### src/rtl/fetch_pc_ctrl_if.sv
// Signal bundle between the fetch PC controller and its environment:
// redirect input, instruction memory handshake, decode handshake, PC view.
interface fetch_pc_ctrl_if;
   logic        redirect_valid;
   logic [31:0] redirect_pc;
   logic        imem_req;
   logic [31:0] imem_addr;
   logic        imem_gnt;
   logic        imem_rvalid;
   logic [31:0] imem_rdata;
   logic        inst_valid;
   logic [31:0] inst;
   logic [31:0] inst_pc;
   logic        inst_ready;
   logic [31:0] pc;
   logic [31:0] npc;

   modport master (
      input  redirect_valid, redirect_pc,
      input  imem_gnt, imem_rvalid, imem_rdata,
      input  inst_ready,
      output imem_req, imem_addr,
      output inst_valid, inst, inst_pc,
      output pc, npc
   );

   modport slave (
      output redirect_valid, redirect_pc,
      output imem_gnt, imem_rvalid, imem_rdata,
      output inst_ready,
      input  imem_req, imem_addr,
      input  inst_valid, inst, inst_pc,
      input  pc, npc
   );
endinterface

### src/rtl/fetch_pc_ctrl.sv
// Fetch PC controller: owns the PC, issues one imem request at a time,
// holds the fetched instruction for decode and flushes on redirect.
module fetch_pc_ctrl #(
   parameter logic [31:0] RESET_PC = 32'h0000_0000
) (
   input  logic            clk,
   input  logic            rst_n,
   fetch_pc_ctrl_if.master bus
);

   typedef enum logic [1:0] {
      S_REQ,
      S_WAIT,
      S_DISCARD,
      S_HOLD
   } state_e;

   state_e      state_q, state_d;
   logic [31:0] pc_q, pc_d;
   logic [31:0] inst_q, inst_d;
   logic [31:0] inst_pc_q, inst_pc_d;
   logic        inst_valid_q, inst_valid_d;

   logic [31:0] npc;
   logic [31:0] tgt;
   logic        redir;
   logic        unused_tgt_lsb;

   assign redir = bus.redirect_valid;
   assign tgt   = {bus.redirect_pc[31:2], 2'b00};
   assign npc   = pc_q + 32'd4;

   assign unused_tgt_lsb = ^bus.redirect_pc[1:0];

   always_comb begin
      state_d      = state_q;
      pc_d         = pc_q;
      inst_d       = inst_q;
      inst_pc_d    = inst_pc_q;
      inst_valid_d = inst_valid_q;
      unique case (state_q)
         S_REQ: begin
            if (redir) begin
               pc_d = tgt;
            end else if (bus.imem_gnt) begin
               state_d = S_WAIT;
            end
         end
         S_WAIT: begin
            if (redir) begin
               pc_d    = tgt;
               state_d = bus.imem_rvalid ? S_REQ : S_DISCARD;
            end else if (bus.imem_rvalid) begin
               inst_d       = bus.imem_rdata;
               inst_pc_d    = pc_q;
               pc_d         = npc;
               inst_valid_d = 1'b1;
               state_d      = S_HOLD;
            end
         end
         S_DISCARD: begin
            if (redir) begin
               pc_d = tgt;
            end
            // The stale response is swallowed here and never reaches decode
            if (bus.imem_rvalid) begin
               state_d = S_REQ;
            end
         end
         S_HOLD: begin
            if (redir) begin
               inst_valid_d = 1'b0;
               pc_d         = tgt;
               state_d      = S_REQ;
            end else if (bus.inst_ready) begin
               inst_valid_d = 1'b0;
               state_d      = S_REQ;
            end
         end
         default: begin
            state_d = S_REQ;
         end
      endcase
   end

   always_ff @(posedge clk or negedge rst_n) begin
      if (!rst_n) begin
         state_q      <= S_REQ;
         pc_q         <= {RESET_PC[31:2], 2'b00};
         inst_q       <= 32'h0;
         inst_pc_q    <= 32'h0;
         inst_valid_q <= 1'b0;
      end else begin
         state_q      <= state_d;
         pc_q         <= pc_d;
         inst_q       <= inst_d;
         inst_pc_q    <= inst_pc_d;
         inst_valid_q <= inst_valid_d;
      end
   end

   assign bus.imem_req   = (state_q == S_REQ) && !redir;
   assign bus.imem_addr  = pc_q;
   assign bus.inst_valid = inst_valid_q;
   assign bus.inst       = inst_q;
   assign bus.inst_pc    = inst_pc_q;
   assign bus.pc         = pc_q;
   assign bus.npc        = npc;

endmodule

### src/flat_wrapper.sv
// flat-port wrapper written by rule: the top's interface ports become plain ports
module fetch_pc_ctrl_flat 
#(
   parameter logic [31:0] RESET_PC = 32'h0000_0000
)
  (clk, rst_n, bus_redirect_valid, bus_redirect_pc, bus_imem_gnt, bus_imem_rvalid, bus_imem_rdata, bus_inst_ready, bus_imem_req, bus_imem_addr, bus_inst_valid, bus_inst, bus_inst_pc, bus_pc, bus_npc);
  fetch_pc_ctrl_if bus_i ();
  input  logic clk;
  input  logic rst_n;
  input wire logic [$bits(bus_i.redirect_valid)-1:0] bus_redirect_valid;
  input wire logic [$bits(bus_i.redirect_pc)-1:0] bus_redirect_pc;
  input wire logic [$bits(bus_i.imem_gnt)-1:0] bus_imem_gnt;
  input wire logic [$bits(bus_i.imem_rvalid)-1:0] bus_imem_rvalid;
  input wire logic [$bits(bus_i.imem_rdata)-1:0] bus_imem_rdata;
  input wire logic [$bits(bus_i.inst_ready)-1:0] bus_inst_ready;
  output wire logic [$bits(bus_i.imem_req)-1:0] bus_imem_req;
  output wire logic [$bits(bus_i.imem_addr)-1:0] bus_imem_addr;
  output wire logic [$bits(bus_i.inst_valid)-1:0] bus_inst_valid;
  output wire logic [$bits(bus_i.inst)-1:0] bus_inst;
  output wire logic [$bits(bus_i.inst_pc)-1:0] bus_inst_pc;
  output wire logic [$bits(bus_i.pc)-1:0] bus_pc;
  output wire logic [$bits(bus_i.npc)-1:0] bus_npc;
  assign bus_i.redirect_valid = bus_redirect_valid;
  assign bus_i.redirect_pc = bus_redirect_pc;
  assign bus_i.imem_gnt = bus_imem_gnt;
  assign bus_i.imem_rvalid = bus_imem_rvalid;
  assign bus_i.imem_rdata = bus_imem_rdata;
  assign bus_i.inst_ready = bus_inst_ready;
  assign bus_imem_req = bus_i.imem_req;
  assign bus_imem_addr = bus_i.imem_addr;
  assign bus_inst_valid = bus_i.inst_valid;
  assign bus_inst = bus_i.inst;
  assign bus_inst_pc = bus_i.inst_pc;
  assign bus_pc = bus_i.pc;
  assign bus_npc = bus_i.npc;
  fetch_pc_ctrl #(.RESET_PC(RESET_PC)) u_core (.clk(clk), .rst_n(rst_n), .bus(bus_i));
endmodule
### config.mk
export PLATFORM = sky130hd
export DESIGN_NAME = fetch_pc_ctrl_flat
export DESIGN_NICKNAME = d
export VERILOG_FILES = /design/src/rtl/fetch_pc_ctrl_if.sv /design/src/rtl/fetch_pc_ctrl.sv /design/src/flat_wrapper.sv
export SDC_FILE = /design/constraint.sdc
export NUM_CORES = 1
export LEC_CHECK = 0
export ABC_CLOCK_PERIOD_IN_PS = 2730
export CORE_UTILIZATION = 25
export DETAILED_ROUTE_END_ITERATION = 8
export GPL_TIMING_DRIVEN = 0
export PLACE_DENSITY = 0.5
export SETUP_SLACK_MARGIN = 0.4
export SLEW_MARGIN = 20
export SYNTH_ARGS = -nofsm -noshare
export SYNTH_HDL_FRONTEND = slang
export SYNTH_SLANG_ARGS = --single-unit
### constraint.sdc
create_clock -name clk -period 2.73 [get_ports clk]
set_input_delay 0.546 -clock clk [delete_from_list [all_inputs] [get_ports clk]]
set_output_delay 0.546 -clock clk [all_outputs]
set_load 0.05 [all_outputs]
[After elaboration in Yosys (flattened, before gate mapping)]
Index checks and enable logic that the tools add are counted.
Cells by class
  add/sub/neg operators: 1
  reduce and logical (&&, ||, !) cells: 9
  equal/unequal tests: 11
  bitwise gates (word level): 1
  muxes and demuxes: 18
Operators with widths (number)
  2-to-1 mux 32 bit: 3
  one-hot mux 32 bit (2 select lines): 1
  adder 32 x 3 -> 32 bit, second input constant: 1
  2-to-1 mux 2 bit: 8
  != test 2 bit, second input constant: 5
  one-hot mux 2 bit (4 select lines): 1
  != test 3 bit, second input constant: 2
  AND reduction 5 bit: 1
  == test 2 bit, second input constant: 2
  2-to-1 mux 1 bit: 4
  AND reduction 4 bit: 1
  AND reduction 3 bit: 1
  OR reduction 3 bit: 1
  == test 2 x 1 -> 1 bit, second input constant: 1
  zero test 2 bit: 1
  != test 2 x 1 -> 1 bit, second input constant: 1
  one-hot mux 1 bit (2 select lines): 1
  AND reduction 2 bit: 1
  nonzero test 2 bit: 1
  logical AND 1 bit: 1
  zero test 1 bit: 1
  inverter 1 bit: 1
Word-level totals
  word-level logic and storage cells: 45
  register bits: 99

[Logic depth before layout (Yosys ltp)]
  depth after elaboration: 4
  gate-level depth with buffers: 6
  gate-level depth less buffers: 5

[Least setup slack after synthesis]
No wires, ideal clock.
  path type: register to output
  start point: register u_core.pc_q[2], in the netlist u_core.bus.imem_addr[2]
  end point: output port bus_npc[30]
  stages on the path, launching flop included: 7
  data arrival time: 2.606 ns
  setup slack: -0.422 ns
  cell sequence: dfrtp_1 ha_1 nand4_4 or2_0 buf_2 nor4_1 xor2_1
Between the ends
  word-level cells in the longest chain between the ends: 1
RTL lines
  start, declared: line fetch_pc_ctrl.sv:19  | logic [31:0] pc_q, pc_d;
  start signal, assigned: line fetch_pc_ctrl.sv:89  | pc_q <= {RESET_PC[31:2], 2'b00};
  start signal, assigned: line fetch_pc_ctrl.sv:95  | pc_q <= pc_d;
  adder 32 x 3 -> 32 bit: line fetch_pc_ctrl.sv:31  | assign npc = pc_q + 32'd4;
  end, declared: line flat_wrapper.sv:22  | output wire logic [$bits(bus_i.npc)-1:0] bus_npc;
Every way passes these cells.

[Worst setup path in the final report]
  start point: register u_core.pc_q[2], in the netlist u_core.bus.imem_addr[2]
  end point: output port bus_npc[28]
The elaborated chain is that of the path after synthesis.

==> results.json <==
{
  "die_h_um": 145,
  "route.antenna.remaining_nets": 0,
  "worstMarginPinSlew_ns": 0.647,
  "grt_overflow_total": 0,
  "synthesis.area_sq_um": 5120,
  "post-route-period-util_pct": 99.2,
  "via_count": 5082,
  "min_period_ns": 2.71,
  "worstPathRequired_ns": 2.18,
  "final_nets": 897,
  "tns_ns": 0,
  "ys_seq_area_share_pct": 46.4,
  "avgSynthCellArea_sq_um": 10.5,
  "dp_hpwl_mm": 13.5,
  "fin_util_pct": 48.5,
  "hp-class": "in2async",
  "drv_slew": 0,
  "drive_gt1_share_pct": 46.3,
  "p_leak_nw": 4.24,
  "power_per_cell_area_nw_per_um2": 798,
  "grt_pass1_vias": 5160,
  "routed_via_density": 4.62,
  "cts_buffer_depth": 2,
  "cts_tree": "built",
  "crit_arrival_ns": 2.16,
  "num_rows": 52,
  "start_kind": "register",
  "pwr-share-seq_pct": 27.8,
  "status": "finished, final reports clean",
  "dieArea_sq_um": 21100,
  "numCtsBuffers": 9,
  "clk_pin_slew_ns": 0.07,
  "die_w_um": 145,
  "post-route-cell-area_sq_um": 9780,
  "setup_viol_count_final": 0,
  "finalPower_mw": 7.81,
  "max_freq_ghz": 0.369,
  "switching_share_pct": 46.7,
  "grt_usage_pct": 18.0,
  "wirelength_mm": 19.1,
  "combPwrFrac_pct": 56.7,
  "io_pins": 232,
  "p_sw_mw": 3.64,
  "synth_cell_types": 45,
  "max_slew_margin_pct": 56.9,
  "h-tree-depth": 3,
  "syn_inst": 487,
  "finClkSkew_ns": 0.00732,
  "area_growth_pct": 90.9,
  "synth-seq-cells": 95,
  "initialDrtViolationCount": 123,
  "core-area_sq_um": 20200,
  "antenna_found_initial": 0,
  "endpoint_kind": "primary output",
  "rsz0062_at_grt": "yes",
  "path_class": "reg2out",
  "drt_first_pass_iters": 4,
  "placed_area_sq_um": 8320,
  "ys_warn_count": 0,
  "power.share.clock_pct": 15.5,
  "cts.sinks": 95,
  "drc": 0,
  "wl_per_cell_um": 17.4,
  "vdd_drop_max_uv": 638,
  "p_int_mw": 4.16,
  "hold_slack_ns": 0.119,
  "gp_congestion": 0.775,
  "hold_viol_final": 0,
  "drv_cap": 0,
  "diodes": 0,
  "grt_max_degree": 52,
  "start_util_pct": 25.4,
  "cts-root-buf": "clkbuf_16",
  "cp_max_fo": 5,
  "grt_pass1_wl_mm": 29.3,
  "numPortBuffers": 221,
  "insertion_delay_ns": 0.35
}
cells by family (layout without fill, tap and decap cells):
family	Yosys count	in the layout	share of synthesized area (%)
and+or+nand+nor	158	158	17.0
DFF	95	95	46.4
buffers and inverters	81	418	9.72
muxes	63	63	13.8
AOI/OAI and AO/OA	50	50	6.28
xor gates and xnor gates	38	38	6.50
adders and majority gates	1	1	0.244
other	1	8	0.0732
layer usage:
layer | global-route usage (%) | wire [um] | vias up
met5 | 0 | 0 | -
met2 | 30.4 | 9330 | 207
met4 | 6.89 | 430 | 0
met3 | 4.69 | 1340 | 30
met1 | 21.9 | 8010 | 2482
li1 | - | - | 2363
cell usage after synthesis:
| cell | n | area share [%] |
|---|---|---|
| dfrtp_1 | 95 | 46 |
| mux2_2 | 62 | 14 |
| buf_4 | 45 | 6.6 |
| nand2_1 | 39 | 2.9 |
| xnor2_1 | 24 | 4.1 |
| nor2_1 | 23 | 1.7 |
| buf_2 | 20 | 2.0 |
| nand3_1 | 18 | 1.8 |
| o21ai_0 | 16 | 1.6 |
| a31oi_1 | 14 | 1.7 |
| xor2_1 | 14 | 2.4 |
| nand4_1 | 13 | 1.6 |
| nor3_1 | 11 | 1.1 |
| clkbuf_1 | 9 | 0.66 |
| and4_1 | 8 | 1.4 |
| o31ai_1 | 8 | 1.2 |
| or4_1 | 8 | 1.2 |
| and3_1 | 7 | 0.85 |
| inv_1 | 6 | 0.44 |
| nor4_1 | 6 | 0.73 |
| or3_1 | 6 | 0.73 |
| a21oi_1 | 3 | 0.29 |
| and2_1 | 3 | 0.37 |
| a211o_1 | 2 | 0.34 |
| a311o_1 | 2 | 0.39 |
| nand3b_1 | 2 | 0.29 |
| nand4_2 | 2 | 0.49 |
| o211ai_1 | 2 | 0.29 |
| or2_0 | 2 | 0.24 |
| or2_2 | 2 | 0.24 |
| a31o_2 | 1 | 0.17 |
| and3_2 | 1 | 0.15 |
| and3b_1 | 1 | 0.17 |
| and4b_1 | 1 | 0.20 |
| buf_1 | 1 | 0.073 |
| conb_1 | 1 | 0.073 |
| ha_1 | 1 | 0.24 |
| mux2i_1 | 1 | 0.20 |
| nand2b_1 | 1 | 0.12 |
| nand4_4 | 1 | 0.42 |
| nand4b_1 | 1 | 0.17 |
| nor2b_1 | 1 | 0.12 |
| o31a_1 | 1 | 0.17 |
| o41ai_1 | 1 | 0.17 |
| or3b_1 | 1 | 0.17 |
worst paths after layout:
| path | to | startpoint | depth (start not counted) | slack [ns] |
|---|---|---|---|---|
| max in group asynchronous | u_core.bus.imem_addr[10] | rst_n | 2 | 1.95 |
| worst min-delay path | u_core.bus.imem_addr[25] | rst_n | 1 | 0.12 |
| worst max-delay path | bus_npc[28] | u_core.bus.imem_addr[2] | 7 | 0.02 |
| min in group clk | u_core.bus.inst[23] | u_core.bus.inst[23] | 1 | 0.51 |
| worst min register to register | u_core.bus.inst[23] | u_core.bus.inst[23] | 1 | 0.51 |
| worst max register to register | u_core.bus.imem_addr[26] | u_core.bus.imem_addr[2] | 9 | 0.51 |
registers in the layout, indices dropped and copies added, names as in the netlist:
signal and flops:
u_core.state_q 2, u_core.bus.inst_valid 1, u_core.bus.inst 32, u_core.bus.inst_pc 30, u_core.bus.imem_addr 30
layout by cell type, fill, tap and decap left out, drive strengths merged, types with 8 or more instances in the layout:
master,instances
dfrtp,95
mux2,62
nand4,16
or4,8
and4,8
dlygate4sd2,13
clkdlybuf4s50,170
nand2,39
buf,195
and3,8
conb,8
inv,8
nor3,11
dlymetal6s2s,8
o21ai,16
xor2,14
o31ai,8
nor2,23
xnor2,24
a31oi,14
nand3,18
clkbuf,20
area by class of cell:
| class | count | area, sq um |
|---|---|---|
| multi-input combinational | 318 | 3030 |
| tap | 270 | 338 |
| clock buffer | 10 | 229 |
| sequential | 95 | 2410 |
| clock inverter | 6 | 43.8 |
| fill | 1888 | 10400 |
| timing repair buffer | 321 | 3060 |
| buffer | 75 | 644 |
| inverter | 6 | 22.5 |
timing repair:
action,in CTS,in global routing
gates cloned,1,0
buffers inserted,52,46
endpoints found under the setup margin,103,95
hold buffers,0,0
hold endpoints to repair,0,0
resized for setup,272,50
pin swaps,33,24
per-stage QoR:
step | cells | worst slack (ns)
finish | 1101 | 0.0213
global route | 1101 | -0.0654
global placement | 985 | -3.56
floorplan | 494 | 0.197
CTS | 1055 | -0.0297
detailed placement | 986 | -0.828
worst max-delay path, cell delays in order (launching register included):
cell,delay [ns]
dfrtp_4,0.45
ha_4,0.18
nand4_4,0.08
or2_0,0.22
buf_6,0.15
nor4_4,0.39
xor2_4,0.19
buf_8,0.16
power by group through the flow:
| stage | sequential [mW] | clock (mW) | combinational (mW) |
|---|---|---|---|
| floorplan | 3.79 | 0 | 1.14 |
| global placement | 2.21 | 0 | 4.18 |
| detailed placement | 2.23 | 0 | 4.19 |
| CTS | 2.18 | 1.26 | 4.35 |
| global route | 2.24 | 1.31 | 4.59 |
| finish | 2.17 | 1.21 | 4.43 |
(Power assumes the default switching activity.)
